### config.mk
export PLATFORM = sky130hd
export DESIGN_NAME = reg_file_arbiter
export DESIGN_NICKNAME = d
export VERILOG_FILES = /design/src/rtl/reg_file_pkg.sv /design/src/rtl/reg_file_arbiter_rr_pick.sv /design/src/rtl/reg_file_arbiter.sv
export SDC_FILE = /design/constraint.sdc
export NUM_CORES = 1
export LEC_CHECK = 0
export BUFFER_PORTS_ARGS = -buffer_cell sky130_fd_sc_hd__buf_4
export CAP_MARGIN = 40
export CELL_PAD_IN_SITES_DETAIL_PLACEMENT = 0
export CELL_PAD_IN_SITES_GLOBAL_PLACEMENT = 1
export CORE_MARGIN = 8
export CORE_UTILIZATION = 30
export DETAILED_ROUTE_END_ITERATION = 10
export PLACE_DENSITY_LB_ADDON = 0.1
export SLEW_MARGIN = 30
export SYNTH_ARGS = -nofsm -noshare
export SYNTH_HDL_FRONTEND = slang
export SYNTH_SLANG_ARGS = --single-unit
### constraint.sdc
create_clock -name clk -period 4.1 [get_ports clk]
set_clock_uncertainty 0.1 [all_clocks]
set_input_delay 0 -clock clk [delete_from_list [all_inputs] [get_ports clk]]
set_output_delay 0 -clock clk [all_outputs]
set_load 0.03 [all_outputs]
### src/rtl/reg_file_pkg.sv
// reg_file_pkg: shared types and helpers for the register-file arbiter.
//   arb_state_e  - arbiter state (IDLE / LOCKED)
//   rf_addr_w()  - address width helper, clog2(n) with a floor of 1 bit
//   RF_AW_DEF    - address width for the default register count
package reg_file_pkg;

  typedef enum logic {
    IDLE   = 1'b0,
    LOCKED = 1'b1
  } arb_state_e;

  // A width of at least 1 keeps single-entry configurations legal.
  function automatic int rf_addr_w(input int n);
    return (n > 1) ? $clog2(n) : 1;
  endfunction

  localparam int RF_N_REG_DEF = 8;
  localparam int RF_AW_DEF    = rf_addr_w(RF_N_REG_DEF);

endpackage

### src/rtl/reg_file_arbiter_rr_pick.sv
// rr_pick: wrap-around priority search.
//   req    - request vector
//   rr_ptr - index with highest priority this cycle
//   pick   - one-hot; first requesting index at or above rr_ptr, modulo N_REQ
module rr_pick
  import reg_file_pkg::*;
#(
  parameter  int N_REQ = 2,
  localparam int PW    = rf_addr_w(N_REQ)
) (
  input  logic [N_REQ-1:0] req,
  input  logic [PW-1:0]    rr_ptr,
  output logic [N_REQ-1:0] pick
);

  logic          found;
  logic [PW-1:0] idx;

  always_comb begin
    pick  = '0;
    found = 1'b0;
    idx   = '0;
    for (int k = 0; k < N_REQ; k++) begin
      idx = PW'((int'(rr_ptr) + k) % N_REQ);
      if (!found && req[idx]) begin
        pick[idx] = 1'b1;
        found     = 1'b1;
      end
    end
  end

endmodule

### src/rtl/reg_file_arbiter.sv
// reg_file_arbiter: round-robin arbiter with lock support in front of a
// single-port register file. Address N_REG-1 is a read-only external input.
//   clk, rst           - clock, asynchronous active-high reset
//   req/we/lock        - per-requester request, write enable, ownership hold
//   addr/wdata         - per-requester address and write data
//   gnt                - combinational one-hot grant
//   rvalid/rdata       - registered read strobe (one-hot) and shared read data
//   ro_err             - registered pulse after a write to the read-only address
//   lock_timeout       - registered pulse after a forced lock release
//   rf_a/rf_ce/rf_in   - register-file address, write enable, write data
//   rf_out             - register-file read data (combinational from rf_a)
module reg_file_arbiter
  import reg_file_pkg::*;
#(
  parameter  int WIDTH    = 8,
  parameter  int N_REG    = 8,
  parameter  int N_REQ    = 2,
  parameter  int LOCK_MAX = 16,
  localparam int AW       = rf_addr_w(N_REG),
  localparam int PW       = rf_addr_w(N_REQ),
  localparam int CW       = $clog2(LOCK_MAX) + 1
) (
  input  logic                        clk,
  input  logic                        rst,
  input  logic [N_REQ-1:0]            req,
  input  logic [N_REQ-1:0]            we,
  input  logic [N_REQ-1:0]            lock,
  input  logic [N_REQ-1:0][AW-1:0]    addr,
  input  logic [N_REQ-1:0][WIDTH-1:0] wdata,
  output logic [N_REQ-1:0]            gnt,
  output logic [N_REQ-1:0]            rvalid,
  output logic [WIDTH-1:0]            rdata,
  output logic                        ro_err,
  output logic                        lock_timeout,
  output logic [AW-1:0]               rf_a,
  output logic                        rf_ce,
  output logic [WIDTH-1:0]            rf_in,
  input  logic [WIDTH-1:0]            rf_out
);

  localparam logic [AW-1:0] RO_ADDR = AW'(N_REG - 1);

  arb_state_e         state_q, state_d;
  logic [PW-1:0]      rr_ptr_q, rr_ptr_d;
  logic [PW-1:0]      owner_q, owner_d;
  logic [CW-1:0]      lock_cnt_q, lock_cnt_d;
  // Set on a forced release; blocks re-locking until lock is seen low.
  logic [N_REQ-1:0]   blk_q, blk_d;
  logic [WIDTH-1:0]   rdata_q, rdata_d;
  logic [N_REQ-1:0]   rvalid_q, rvalid_d;
  logic               ro_err_q, ro_err_d;
  logic               lock_timeout_q, lock_timeout_d;

  logic [PW-1:0]      ptr_sel, pick_idx, gsel;
  logic [N_REQ-1:0]   pick;
  logic               arb, any_gnt, ro_hit, rd_hit;

  function automatic logic [PW-1:0] nxt(input logic [PW-1:0] i);
    return (int'(i) == N_REQ - 1) ? '0 : i + 1'b1;
  endfunction

  // Releasing a lock arbitrates in the same cycle, starting after the owner.
  assign ptr_sel = (state_q == IDLE) ? rr_ptr_q : nxt(owner_q);

  rr_pick #(.N_REQ(N_REQ)) u_rr_pick (
    .req   (req),
    .rr_ptr(ptr_sel),
    .pick  (pick)
  );

  always_comb begin
    pick_idx = '0;
    for (int i = 0; i < N_REQ; i++)
      if (pick[i]) pick_idx = PW'(i);
  end

  // Arbitration / lock state
  always_comb begin
    state_d        = state_q;
    rr_ptr_d       = rr_ptr_q;
    owner_d        = owner_q;
    lock_cnt_d     = lock_cnt_q;
    blk_d          = blk_q & lock;
    lock_timeout_d = 1'b0;
    gnt            = '0;
    arb            = (state_q == IDLE) || !lock[owner_q];
    gsel           = arb ? pick_idx : owner_q;

    if (arb) begin
      state_d = IDLE;
      if (state_q == LOCKED) rr_ptr_d = nxt(owner_q);
      gnt = pick;
      if (|pick) begin
        rr_ptr_d = nxt(pick_idx);
        if (lock[pick_idx] && !blk_q[pick_idx]) begin
          state_d    = LOCKED;
          owner_d    = pick_idx;
          lock_cnt_d = '0;
        end
      end
    end else begin
      // Owner keeps the port even while its req is low; those cycles count.
      gnt[owner_q] = req[owner_q];
      lock_cnt_d   = lock_cnt_q + CW'(1);
      if (int'(lock_cnt_q) + 1 == LOCK_MAX - 1) begin
        state_d        = IDLE;
        rr_ptr_d       = nxt(owner_q);
        lock_timeout_d = 1'b1;
        blk_d[owner_q] = 1'b1;
      end
    end

    if (rst) gnt = '0;
  end

  // Register-file port and read capture
  always_comb begin
    any_gnt = |gnt;
    rf_a    = '0;
    rf_in   = '0;
    rf_ce   = 1'b0;
    ro_hit  = 1'b0;
    rd_hit  = 1'b0;
    if (any_gnt) begin
      rf_a   = addr[gsel];
      rf_in  = wdata[gsel];
      ro_hit = we[gsel] && (addr[gsel] == RO_ADDR);
      rf_ce  = we[gsel] && !ro_hit;
      rd_hit = !we[gsel];
    end
    rdata_d  = rd_hit ? rf_out : rdata_q;
    rvalid_d = rd_hit ? gnt : '0;
    ro_err_d = ro_hit;
  end

  always_ff @(posedge clk or posedge rst) begin
    if (rst) begin
      state_q        <= IDLE;
      rr_ptr_q       <= '0;
      owner_q        <= '0;
      lock_cnt_q     <= '0;
      blk_q          <= '0;
      rdata_q        <= '0;
      rvalid_q       <= '0;
      ro_err_q       <= 1'b0;
      lock_timeout_q <= 1'b0;
    end else begin
      state_q        <= state_d;
      rr_ptr_q       <= rr_ptr_d;
      owner_q        <= owner_d;
      lock_cnt_q     <= lock_cnt_d;
      blk_q          <= blk_d;
      rdata_q        <= rdata_d;
      rvalid_q       <= rvalid_d;
      ro_err_q       <= ro_err_d;
      lock_timeout_q <= lock_timeout_d;
    end
  end

  assign rdata        = rdata_q;
  assign rvalid       = rvalid_q;
  assign ro_err       = ro_err_q;
  assign lock_timeout = lock_timeout_q;

endmodule

# Yosys cells after proc, flatten, opt, wreduce, memory -nomap -nowiden
# Index checks and enable logic that the tools add are counted.
# word_totals
output_inout_bits,26
in_bits,38
regBits,22
word_cells,103
# classes
addsub,5
n_reduce_logical,18
bitwise,5
eq_ne,4
mux,54
magnitude_cmp,8
# ops
op,count
$mux 1,35
$mux 8,3
$mux 5,3
$mux 2,7
$lt 1x2->1 const B,5
$mux 3,3
$logic_and 1x1->1,7
$add 5x1->6 const B,1
$eq 6x4->1 const B,1
$add 5x1->5 const B,1
$logic_not 1->1,5
$and 2x2->2,2
$ne 2x1->1 const B,2
$or 2x2->2,2
$reduce_or 2->1,2
$add 1x1->1 const B,3
$demux 1 s1,3
$eq 3x3->1 const B,1
$ge 1x1->1 const B,3
$reduce_and 3->1,1
$reduce_and 2->1,1
$reduce_bool 2->1,1
$logic_or 1x1->1,1
$not 1->1,1

# Depth between registers and ports, before layout
# Gate-level depths: netlist (run 1).
# depth
depth_word,19
mapped_depth,8
mapped_depth_nobuf,5

# By module
# From an unflattened synthesis (run 1), not the netlist that was laid out.
# unflattened
hier_cells,130
hier_area_um2,1338.8
# modules_own_cells
mod,seq_area_each_um2,cells_each,area_each_um2,instances
reg_file_arbiter,550.5,127,1320.0,1
rr_pick,0.0,3,18.8,1

# Least setup slack after synthesis (run 1)
# Ideal clock, no wire load.
# synth_path
path_type,register to output
start,reg owner_q
end,out rf_ce
arrival_time_ps,2044
slack_ps,1956
path_stages_with_launch,8
required_ps,4000
path_cell_list,dfrtp_1 -> buf_2 -> nand2b_1 -> nand4_1 -> and2_1 -> buf_2 -> a41oi_1 -> nor3b_1
# synth_via
elab_chain_len,19
# synth_lines
element,line,source
"start, declared",reg_file_arbiter.sv:45,"logic [PW-1:0] owner_q, owner_d;"
"start signal, assigned",reg_file_arbiter.sv:150,owner_q <= owner_d;
$add 1x1->1,reg_file_arbiter.sv:59,return (int'(i) == N_REQ - 1) ? '0 : i + 1'b1;
$mux 1,reg_file_arbiter.sv:59,
$mux 1,--,
"$add 1x1->1, or another cell as far along",reg_file_arbiter_rr_pick.sv:24,idx = PW'((int'(rr_ptr) + k) % N_REQ);
"$lt 1x2->1 (implied by the code), or another cell as far along",reg_file_arbiter_rr_pick.sv:26,pick[idx] = 1'b1;
$logic_and 1x1->1 (implied by the code) or $mux 1 (tied branches),reg_file_arbiter_rr_pick.sv:26,
$mux 1 (implied by the code) or $demux 1 s1 (tied branches),--,
$demux 1 s1 or $mux 2 (tied branches),--,
[2 not listed],--,
$mux 1,reg_file_arbiter.sv:74,if (pick[i]) pick_idx = PW'(i);
$mux 1,reg_file_arbiter.sv:87,gsel = arb ? pick_idx : owner_q;
$mux 3 (implied by the code) (2 in series),reg_file_arbiter.sv:127,ro_hit = we[gsel] && (addr[gsel] == RO_ADDR);
$eq 3x3->1,reg_file_arbiter.sv:127,
$logic_and 1x1->1,reg_file_arbiter.sv:127,
$logic_not 1->1,reg_file_arbiter.sv:128,rf_ce = we[gsel] && !ro_hit;
$logic_and 1x1->1,reg_file_arbiter.sv:128,
$mux 1 (*),reg_file_arbiter.sv:124,if (any_gnt) begin
"end, declared",reg_file_arbiter.sv:36,"output logic rf_ce,"
# Every way passes the cells marked *; elsewhere a longest branch is shown, timed or not. The select of a mux whose other input is x is not followed.

# Final worst setup path (run 1)
# Same ends and word-level chain as after synthesis.

==> run_results.csv, run 1 <==
group,metric,value,unit
outcome,status,"completed",
route,drc,0,
worst_hold_path,min_path_type,"in -> reg",
die,dieArea,6990,sq um
synthesis,netlist_instances,141,
setup_path,worstSetupPathType,"reg -> out",
synthesis,synth_most_common_cell,"dfrtp_1",
timing,clock.fmax,0.394,GHz
global_routing,grt-ovfl-total,0,
clocking,htreeDepth,1,
synthesis,syn-cell-area,1370,sq um
setup_path,required,4.00,ns
synthesis,synthTopCellsByCount,"dfrtp_1 (22), nor2_1 (18), mux2i_1 (12), nand2_1 (10)",
layout,antenna_cells,0,
route,met3WireLength,183,um
route,top_layer,"met4",
timing,rsz0062_at_grt,"no",
global_routing,grt_pass1_vias,1284,
route,antenna_left,0,
timing,slew_violations,0,
synthesis,async_flop_share,1.00,
power,p_switching,0.528,mW
power,p_sw_frac,0.449,
timing,finalSetupViolations,0,
run,maxCapViolCount,0,
setup_path,crit_path_start_kind,"flip-flop",
layout,seqCellArea,551,sq um
route,wl_per_cell,15.6,um
placed_design,place_hpwl,3290,um
timing,finalHoldViolCount,0,
synthesis,synth_flop_cell,"dfrtp_1",
layout,stdcell_count,264,
synthesis,synth_largest_area_cell,"dfrtp_1",
power,internal_power,0.648,mW
die,start_util,0.313,
route,first_iter_violations,45,
timing,fin_crit_sh,0.619,
layout,drive_above_1_share,0.382,
clocking,cts_tree,"built",
clocking,cts_buffers,3,
die,die_y,83.6,um
placed_design,placed_cells,250,
route,wl_met2,1990,um
setup_path,worst_setup_path_end_kind,"output port",
synthesis,synth-seq-cells,22,
clocking,clockBufferDepth,2,
synthesis,yosysWarnings,0,
clocking,clkTransAtPathRegs,0.08,ns
synthesis,avgSynthCellArea,9.73,sq um
synthesis,synthTopCellsByArea,"dfrtp_1 (40%), mux2i_1 (8.8%), mux2_2 (5.7%)",
synthesis,synth.net_count,181,
placed_design,place_congestion,0.787,
clocking,cts.root.buffer_cell,"clkbuf_8",
power,clockPowerShare,0.111,
synthesis,synth.distinct_cells,40,
route,via_per_inst,4.88,
die,io_pins,64,
die,dieWidth,83.6,um
power,p_leak,0.990,nW
setup_path,arrival,2.44,ns
route,wl_met1,1920,um
synthesis,ys_seq_area_frac,0.401,
clocking,ctsResizeCount,0,
route,drt-total-wl,4110,um
clocking,cts.sinks,22,
global_routing,grt_max_degree,15,
global_routing,grtUsageTotal,0.113,
synthesis,synth-edff-count,0,
power,power,1.18,mW
timing,slew_headroom,0.551,
route,firstDrtPassIters,4,
power,vdd_drop_max,0.000391,V
power,seq_power_share,0.304,
power,p_comb_frac,0.584,
synthesis,netlist.area_leader.share,0.401,
global_routing,antenna_found_initial,0,
clocking,postCtsSetupRepairBufs,0,
placed_design,port_buffers,63,
layout,nNetsFinal,254,
timing,fin_crit,2.54,ns
timing,worst_slew_pin_slew,0.674,ns
die,core-area,4380,sq um
route,vias,1288,
setup_path,path_max_fanout,12,
clocking,clk_latency,0.26,ns
timing,fin_tns_setup,0,ns
layout,area_growth,48.4,%
power,power_density,578,nW/um^2
layout,multi_input_area,764,sq um
global_routing,grt_pass1_wl,6670,um
die,rows,24,
layout,n_fill_cell,431,
final cells by class:
type | count | share of cell area
sequential | 22 | 0.271
multi-input combinational | 108 | 0.376
tap | 52 | 0.0320
inverter | 4 | 0.00738
clock buffer | 3 | 0.0203
timing repair buffer | 75 | 0.294
power by group through the flow:
stage	Combinational, mW	Sequential (mW)	Clock, mW
finish	0.688	0.358	0.131
CTS	0.697	0.357	0.139
global route	0.744	0.370	0.143
detailed placement	0.688	0.362	0
global placement	0.677	0.356	0
floorplan	0.412	0.424	0
metal layers:
metal	track usage	up-vias
met5	0	-
met4	0.0235	0
met3	0.0264	2
met2	0.188	36
met1	0.144	607
li1	-	643
path summary, 6_finish.rpt:
kind | from | to | slack, ns | depth (start not counted)
worst max-delay path | owner_q | rf_ce | 1.56 | 6
worst max register to register | owner_q | ro_err | 1.95 | 5
min in group asynchronous | rst | rvalid[0] | 0.25 | 3
max in group asynchronous | rst | rdata[1] | 3.19 | 4
worst min register to register | blk_q[0] | blk_q[0] | 0.39 | 1
worst min-delay path | req[1] | owner_q | 0.02 | 3
placed cells by master, fill, tap and decap left out, types with 3 or more instances in the layout:
cell,Yosys,final
buf_4,3,63
nand3_1,5,5
o21ai_0,3,3
o21a_1,3,3
mux2i_1,12,12
mux2_2,7,7
nor2_1,18,18
dfrtp_1,22,22
nor3b_1,3,3
dlygate4sd3_1,0,11
nor2b_1,3,3
o31ai_1,3,3
and2_1,5,5
a21oi_1,7,7
nand2_1,10,10
inv_1,4,4
clkbuf_8,0,3
worst max-delay path, cell delays in order, from the launching register on:
cell and delay (ns):
dfrtp_1 0.48, and2_1 0.23, a22oi_2 0.24, and2_1 0.60, a41oi_1 0.25, nor3b_1 0.19
buf_4 0.19
stage by stage:
stage	worst slack [ns]	area (sq um)	util	hold WS (ns)
2_1_floorplan	1.96	1370	-	-0.0724
3_3_place_gp	1.95	1870	0.426	0.122
3_5_place_dp	1.83	1880	0.430	-0.0262
4_1_cts	1.54	2030	0.464	0.0141
5_1_grt	1.41	2030	0.464	0.0450
6_report	1.56	2030	0.464	0.0224
kinds of logic after synthesis:
kind of cell,share of synthesized area
AND/OR/NAND/NOR,0.203
flip-flops,0.401
adder cells (fa/ha/maj),0.0182
buffers and inverters,0.0410
AO/OA/AOI/OAI,0.163
XOR/XNOR,0.0192
multiplexers,0.153
flip-flops by register name, indices dropped and copies added, names as in the netlist, 2 cells and up:
signal / count
blk_q: 2
lock_cnt_q: 5
rdata: 8
rvalid: 2
what timing repair did:
action,in CTS,in global routing
endpoints found under the hold margin,20,0
hold buffers,11,0
endpoints found under the setup margin,0,0
(Power assumes the default switching activity.)
==> run 2, diff against run 1 <==
--- a/config.mk
+++ b/config.mk
@@ -5,12 +5,13 @@
 export SDC_FILE = /design/constraint.sdc
 export NUM_CORES = 1
 export LEC_CHECK = 0
+export ABC_AREA = 1
 export BUFFER_PORTS_ARGS = -buffer_cell sky130_fd_sc_hd__buf_4
 export CAP_MARGIN = 40
 export CELL_PAD_IN_SITES_DETAIL_PLACEMENT = 0
 export CELL_PAD_IN_SITES_GLOBAL_PLACEMENT = 1
 export CORE_MARGIN = 8
-export CORE_UTILIZATION = 30
+export CORE_UTILIZATION = 28
 export DETAILED_ROUTE_END_ITERATION = 10
 export PLACE_DENSITY_LB_ADDON = 0.1
 export SLEW_MARGIN = 30
==> constraint.sdc (replaced) <==
create_clock -name clk -period 2.3 [get_ports clk]
set_clock_uncertainty 0.1 [all_clocks]
set_input_delay 0 -clock clk [delete_from_list [all_inputs] [get_ports clk]]
set_output_delay 0 -clock clk [all_outputs]
set_load 0.03 [all_outputs]
==> run 2 against run 1 <==
Effect of this change:
- power rose by 100%
- non-clock buffer count rose by 2
- final cell count rose by 20%
- flip-flop and latch count did not move
- the run now ends with hold timing left
- worst hold slack got worse by 0.027 ns
- highest routed layer unchanged
- synthesized cell count rose by 33%
- area after synthesis fell by 1.8%
- combinational power rose by 110%
==> run_results.csv, run 2 <==
group,metric,value,unit
timing,fin_crit_sh,0.900,
layout,seqCellArea,551,sq um
layout,largest_reg_flops,8,
global_routing,antenna_found_initial,0,
route,vias,1411,
setup_path,slowest_delay,0.43,ns
synthesis,synth-seq-cells,22,
global_routing,grt_pass1_wl,6630,um
power,p_leak,1.18,nW
synthesis,syn-cell-area,1350,sq um
global_routing,grt_pass1_vias,1526,
setup_path,arrival,1.97,ns
layout,layout_common_cells,"buf_4 (66), nand2_1 (62), inv_1 (26)",
clocking,htreeDepth,1,
synthesis,synth_flop_cell,"dfrtp_1",
placed_design,place_congestion,0.820,
die,start_util,0.287,
setup_path,r2r_slack,0.46,ns
synthesis,netlist.area_leader.share,0.409,
setup_path,crit_buf_inv,3,
synthesis,synthTopCellsByArea,"dfrtp_1 (41%), nand2_1 (17%), nand3_1 (8.9%)",
synthesis,synth.net_count,227,
timing,finalHoldViolCount,1,
synthesis,yosysWarnings,0,
layout,area_growth,52.9,%
die,dieArea,7280,sq um
worst_hold_path,hold-path-endpoint,"rr_ptr_q",
global_routing,grt_max_degree,23,
layout,n_fill_cell,495,
layout,final_util,0.439,
setup_path,slowest_stage,"dfrtp_1",
timing,slew_headroom,0.755,
clocking,cts.sinks,22,
outcome,violations,"hold timing",
synthesis,synth_largest_area_cell,"dfrtp_1",
die,die_y,85.3,um
timing,layout_setup_ws,0.231,ns
die,io_pins,64,
power,power_density,1150,nW/um^2
setup_path,worstSetupPathType,"reg -> out",
setup_path,path_cells,"inv_2, nand2_1, a21oi_1, nand2_1, nand2_1, nor2_1, nor2_1, nor2_1, nand2_1, inv_1, buf_4",
global_routing,grt-ovfl-total,0,
synthesis,avgSynthCellArea,7.20,sq um
clocking,postCtsSetupRepairBufs,0,
setup_path,crit_path_frequent_cell,"nand2_1",
die,rows,25,
route,firstDrtPassIters,4,
clocking,clockBufferDepth,2,
route,drt-total-wl,3910,um
placed_design,placed_cells,302,
placed_design,place_hpwl,3130,um
clocking,cts_tree,"built",
power,vdd_drop_max,0.000401,V
synthesis,synth.distinct_cells,20,
synthesis,synthTopCellsByCount,"nand2_1 (62), inv_1 (26), nand3_1 (24), dfrtp_1 (22), nor2_1 (10)",
layout,antenna_cells,0,
worst_hold_path,min_path_cells,5,
route,drc,0,
setup_path,r2r_cells,8,
setup_path,critPathTopFamily,"simple AND/OR/NAND/NOR gates",
layout,drive_above_1_share,0.308,
timing,slew_violations,0,
route,via_per_inst,4.45,
route,wl_per_cell,12.3,um
setup_path,worst_setup_path_end_kind,"output port",
timing,rsz0062_at_grt,"no",
timing,fin_tns_setup,0,ns
synthesis,synth_most_common_cell,"nand2_1",
timing,fin_crit,2.07,ns
die,core-area,4690,sq um
die,dieWidth,85.3,um
worst_hold_path,hold_start,"req[0]",
setup_path,required,2.20,ns
clocking,cts.root.buffer_cell,"clkbuf_8",
global_routing,grtUsageTotal,0.112,
setup_path,r2r-end,"rdata[4]",
clocking,cts_buffers,3,
timing,worst_slew_pin_slew,0.366,ns
route,first_iter_violations,60,
clocking,clkTransAtPathRegs,0.08,ns
placed_design,port_buffers,63,
setup_path,crit_path_start_kind,"flip-flop",
run,maxCapViolCount,0,
synthesis,netlist_instances,187,
outcome,status,"complete, but fails checks",
timing,finalSetupViolations,0,
timing,clock.fmax,0.483,GHz
layout,final_common_cell,"buf_4",
setup_path,r2r-start,"owner_q",
worst_hold_path,min_path_type,"in -> reg",
clocking,clk_latency,0.26,ns
layout,stdcell_count,317,
placed_design,place_ws,0.370,ns
setup_path,path_max_fanout,5,
timing,hold_ws,-0.00460,ns
layout,nNetsFinal,304,
synthesis,async_flop_share,1.00,
synthesis,synth-edff-count,0,
synthesis,ys_seq_area_frac,0.409,
route,antenna_left,0,
layout,multi_input_area,654,sq um
[run 2: changes by cell type after synthesis, moves of 4 or more]
cell and change:
nand2_1 +52, inv_1 +22, nand3_1 +19, mux2i_1 -12
o211ai_1 +9, nor2_1 -8, mux2_2 -7, and2_1 -5
nand2_2 +4
[run 2: kinds of logic after synthesis]
logic type,synth area share
flip-flops,0.409
AO/OA/AOI/OAI,0.101
AND/OR/NAND/NOR,0.337
XOR/XNOR,0.0195
adder cells (fa/ha/maj),0.0186
buffers and inverters,0.114
[run 2: worst register-to-register path: cells and delay by family (launching register included)]
family | cells | cell delay (ns)
DFF | 1 | 0.43
AOI/OAI and AO/OA | 1 | 0.31
and+or+nand+nor | 5 | 0.75
buffers and inverters | 2 | 0.16
[run 2: routing by layer]
metal,GRT usage,vias up,share of wire
met1,0.127,617,0.46
met5,0,-,0
met4,0.0478,0,0.010
met2,0.186,45,0.46
li1,-,747,-
met3,0.0386,2,0.069
[run 2: area by class of cell]
class / instances / share of cell area
multi-input combinational: 131 / 0.318
clock buffer: 3 / 0.0201
sequential: 22 / 0.267
inverter: 29 / 0.0529
tap: 54 / 0.0328
timing repair buffer: 77 / 0.294
clock inverter: 1 / 0.0146
[run 2: stage by stage]
step / power [mW] / hold WS, ns / area, sq um
6_report: 2.37 / -0.00460 / 2060
3_5_place_dp: 2.01 / 0.0508 / 1860
3_3_place_gp: 2.02 / 0.0401 / 1860
2_1_floorplan: 1.57 / -0.0939 / 1350
5_1_grt: 2.58 / 0.0193 / 2060
4_1_cts: 2.40 / 0.00371 / 2050
[run 2: timing repair]
item	in CTS	in global routing
hold buffers	11	0
endpoints found under the hold margin	32	0
endpoints found under the setup margin	0	9
gates resized for setup	0	2
[run 2: worst max path at each step]
stage / from / end / slack, ns / depth (start not counted)
3_3_place_gp: owner_q / rdata[5] / 0.42 / 11
3_5_place_dp: owner_q / rdata[5] / 0.37 / 11
2_1_floorplan: owner_q / rf_a[0] / 0.26 / 9
5_1_grt: owner_q / rf_in[7] / 0.02 / 8
6_report: owner_q / rf_ce / 0.23 / 11
4_1_cts: owner_q / rf_in[6] / 0.15 / 11
[run 2: where the power goes]
group	leakage [nW]	internal (mW)	switching [mW]	total, mW
sequential	0.286	0.504	0.0899	0.593
clock	0.0357	0.232	0.131	0.364
combinational	0.856	0.497	0.921	1.42
==> run 3, diff against run 2 <==
--- a/config.mk
+++ b/config.mk
@@ -12,7 +12,9 @@
 export CELL_PAD_IN_SITES_GLOBAL_PLACEMENT = 1
 export CORE_MARGIN = 8
 export CORE_UTILIZATION = 28
+export CTS_CLUSTER_SIZE = 30
 export DETAILED_ROUTE_END_ITERATION = 10
+export HOLD_SLACK_MARGIN = 0.12
 export PLACE_DENSITY_LB_ADDON = 0.1
 export SLEW_MARGIN = 30
 export SYNTH_ARGS = -nofsm -noshare
==> run 3 against run 2 <==
Effect of this change:
- the flow now finishes without violations
- final cell count rose by 3.5%
- worst hold slack improved by 0.26 ns
- register-to-register slack got worse by 0.23 ns
- combinational power barely moved
- largest cell class is now non-clock buffers
- global-route usage rose by 0.42 points
- clock power barely moved
- flip-flop and latch count did not move
- setup slack got worse by 0.021 ns
- non-clock buffer count rose by 11
- core utilization rose by 2.6 points
- die area did not move
- via count rose by 2.8%
==> run_results.csv, run 3 (same netlist as run 2, synthesis figures left out) <==
group,metric,value,unit
die,core-area,4690,sq um
setup_path,worst_setup_path_end_kind,"output port",
setup_path,path_cells,"inv_2, nand2_1, a21oi_1, nand2_1, nand2_1, nor2_1, nor2_1, nor2_1, nand2_1, inv_1, buf_4",
route,wl_per_cell,12.3,um
global_routing,grt-ovfl-total,0,
timing,hold_ws,0.257,ns
setup_path,crit_path_start_kind,"flip-flop",
route,antenna_left,0,
clocking,cts_tree,"built",
route,via_per_inst,4.42,
setup_path,worstSetupPathType,"reg -> out",
route,drc,0,
setup_path,required,2.20,ns
worst_hold_path,min_path_type,"in -> out",
timing,worst_slew_pin_slew,0.310,ns
placed_design,place_hpwl,3130,um
placed_design,place_congestion,0.820,
setup_path,crit_path_frequent_cell,"nand2_1",
clocking,cts.root.buffer_cell,"clkbuf_8",
power,power,2.41,mW
timing,finalSetupViolations,0,
global_routing,grt_max_degree,23,
die,die_y,85.3,um
layout,antenna_cells,0,
die,dieWidth,85.3,um
timing,fin_crit,2.09,ns
placed_design,place_ws,0.370,ns
clocking,cts_buffers,3,
setup_path,slowest_delay,0.43,ns
timing,fin_crit_sh,0.909,
setup_path,arrival,1.99,ns
global_routing,grt_pass1_vias,1570,
timing,rsz0062_at_grt,"no",
global_routing,grtUsageTotal,0.116,
route,vias,1451,
layout,layout_common_cells,"buf_4 (66), nand2_1 (61), inv_1 (26)",
route,firstDrtPassIters,4,
die,rows,25,
power,power_density,1110,nW/um^2
clocking,htreeDepth,1,
placed_design,port_buffers,63,
layout,largest_reg_flops,8,
route,first_iter_violations,62,
layout,nNetsFinal,315,
die,start_util,0.287,
global_routing,antenna_found_initial,0,
layout,final_common_cell,"buf_4",
route,drt-total-wl,4020,um
setup_path,path_max_fanout,5,
timing,layout_setup_ws,0.210,ns
die,dieArea,7280,sq um
layout,area_growth,62.0,%
clocking,cts.sinks,22,
run,maxCapViolCount,0,
timing,slew_headroom,0.793,
setup_path,slowest_stage,"dfrtp_1",
clocking,clkTransAtPathRegs,0.08,ns
power,p_leak,1.23,nW
power,vdd_drop_max,0.000416,V
die,io_pins,64,
timing,clock.fmax,0.478,GHz
clocking,clockBufferDepth,2,
timing,fin_tns_setup,0,ns
outcome,status,"completed",
global_routing,grt_pass1_wl,6880,um
layout,drive_above_1_share,0.303,
timing,finalHoldViolCount,0,
clocking,clk_latency,0.26,ns
timing,slew_violations,0,
run 3: changes by cell type in the layout (fill, tap and decap cells not counted), sizes merged:
cell / before / now
dlygate4sd3: 11 / 22
run 3: routing by layer:
layer / track usage / share of wire / wire (um)
met1: 0.127 / 0.44 / 1780
met2: 0.199 / 0.48 / 1910
met3: 0.0415 / 0.072 / 288
met5: 0 / 0 / 0
met4: 0.0478 / 0.0099 / 40
run 3: worst max-delay path: cells and delay by family (launching register included):
| family | cells | cell delay, ns |
|---|---|---|
| and+or+nand+nor | 7 | 0.73 |
| DFF | 1 | 0.43 |
| AOI/OAI and AO/OA | 1 | 0.27 |
| buffers and inverters | 3 | 0.29 |
run 3: path summary, 6_finish.rpt:
check | cells past startpoint | startpoint | slack (ns) | to
setup / recovery | 11 | owner_q | 0.21 | rf_ce
hold / removal | 4 | wdata[12] | 0.26 | rf_in[4]
setup reg to reg | 11 | owner_q | 0.23 | rvalid[1]
hold reg to reg | 2 | rdata[5] | 0.38 | rdata[5]
max in group asynchronous | 4 | rst | 1.57 | rr_ptr_q
min in group asynchronous | 4 | rst | 0.30 | blk_q[0]
run 3: power breakdown:
part / total, mW / internal, mW / switching, mW
Combinational: 1.45 / 0.520 / 0.932
Sequential: 0.595 / 0.503 / 0.0918
Clock: 0.364 / 0.232 / 0.131
Total: 2.41 / 1.26 / 1.16
run 3: area by class of cell:
type,instances,area [sq um]
flip-flops and latches,22,551
multi-input cells,131,667
inverters,29,109
clock buffers,3,41.3
well taps,54,67.6
clock inverters,1,30.0
fillers,478,2510
repair buffers,88,716
run 3: repair_timing:
item                                    4_1_cts  5_1_grt
hold buffers                                 22        0
hold endpoints to repair                     38        0
gates resized for setup                       0        5
buffers inserted                              0        0
endpoints found under the setup margin        0       10
run 3: through the flow:
step,util,instances,area [sq um]
floorplan,-,187,1350
global placement,0.397,302,1860
detailed placement,0.397,302,1860
CTS,0.459,328,2160
global route,0.465,328,2180
finish,0.465,328,2180
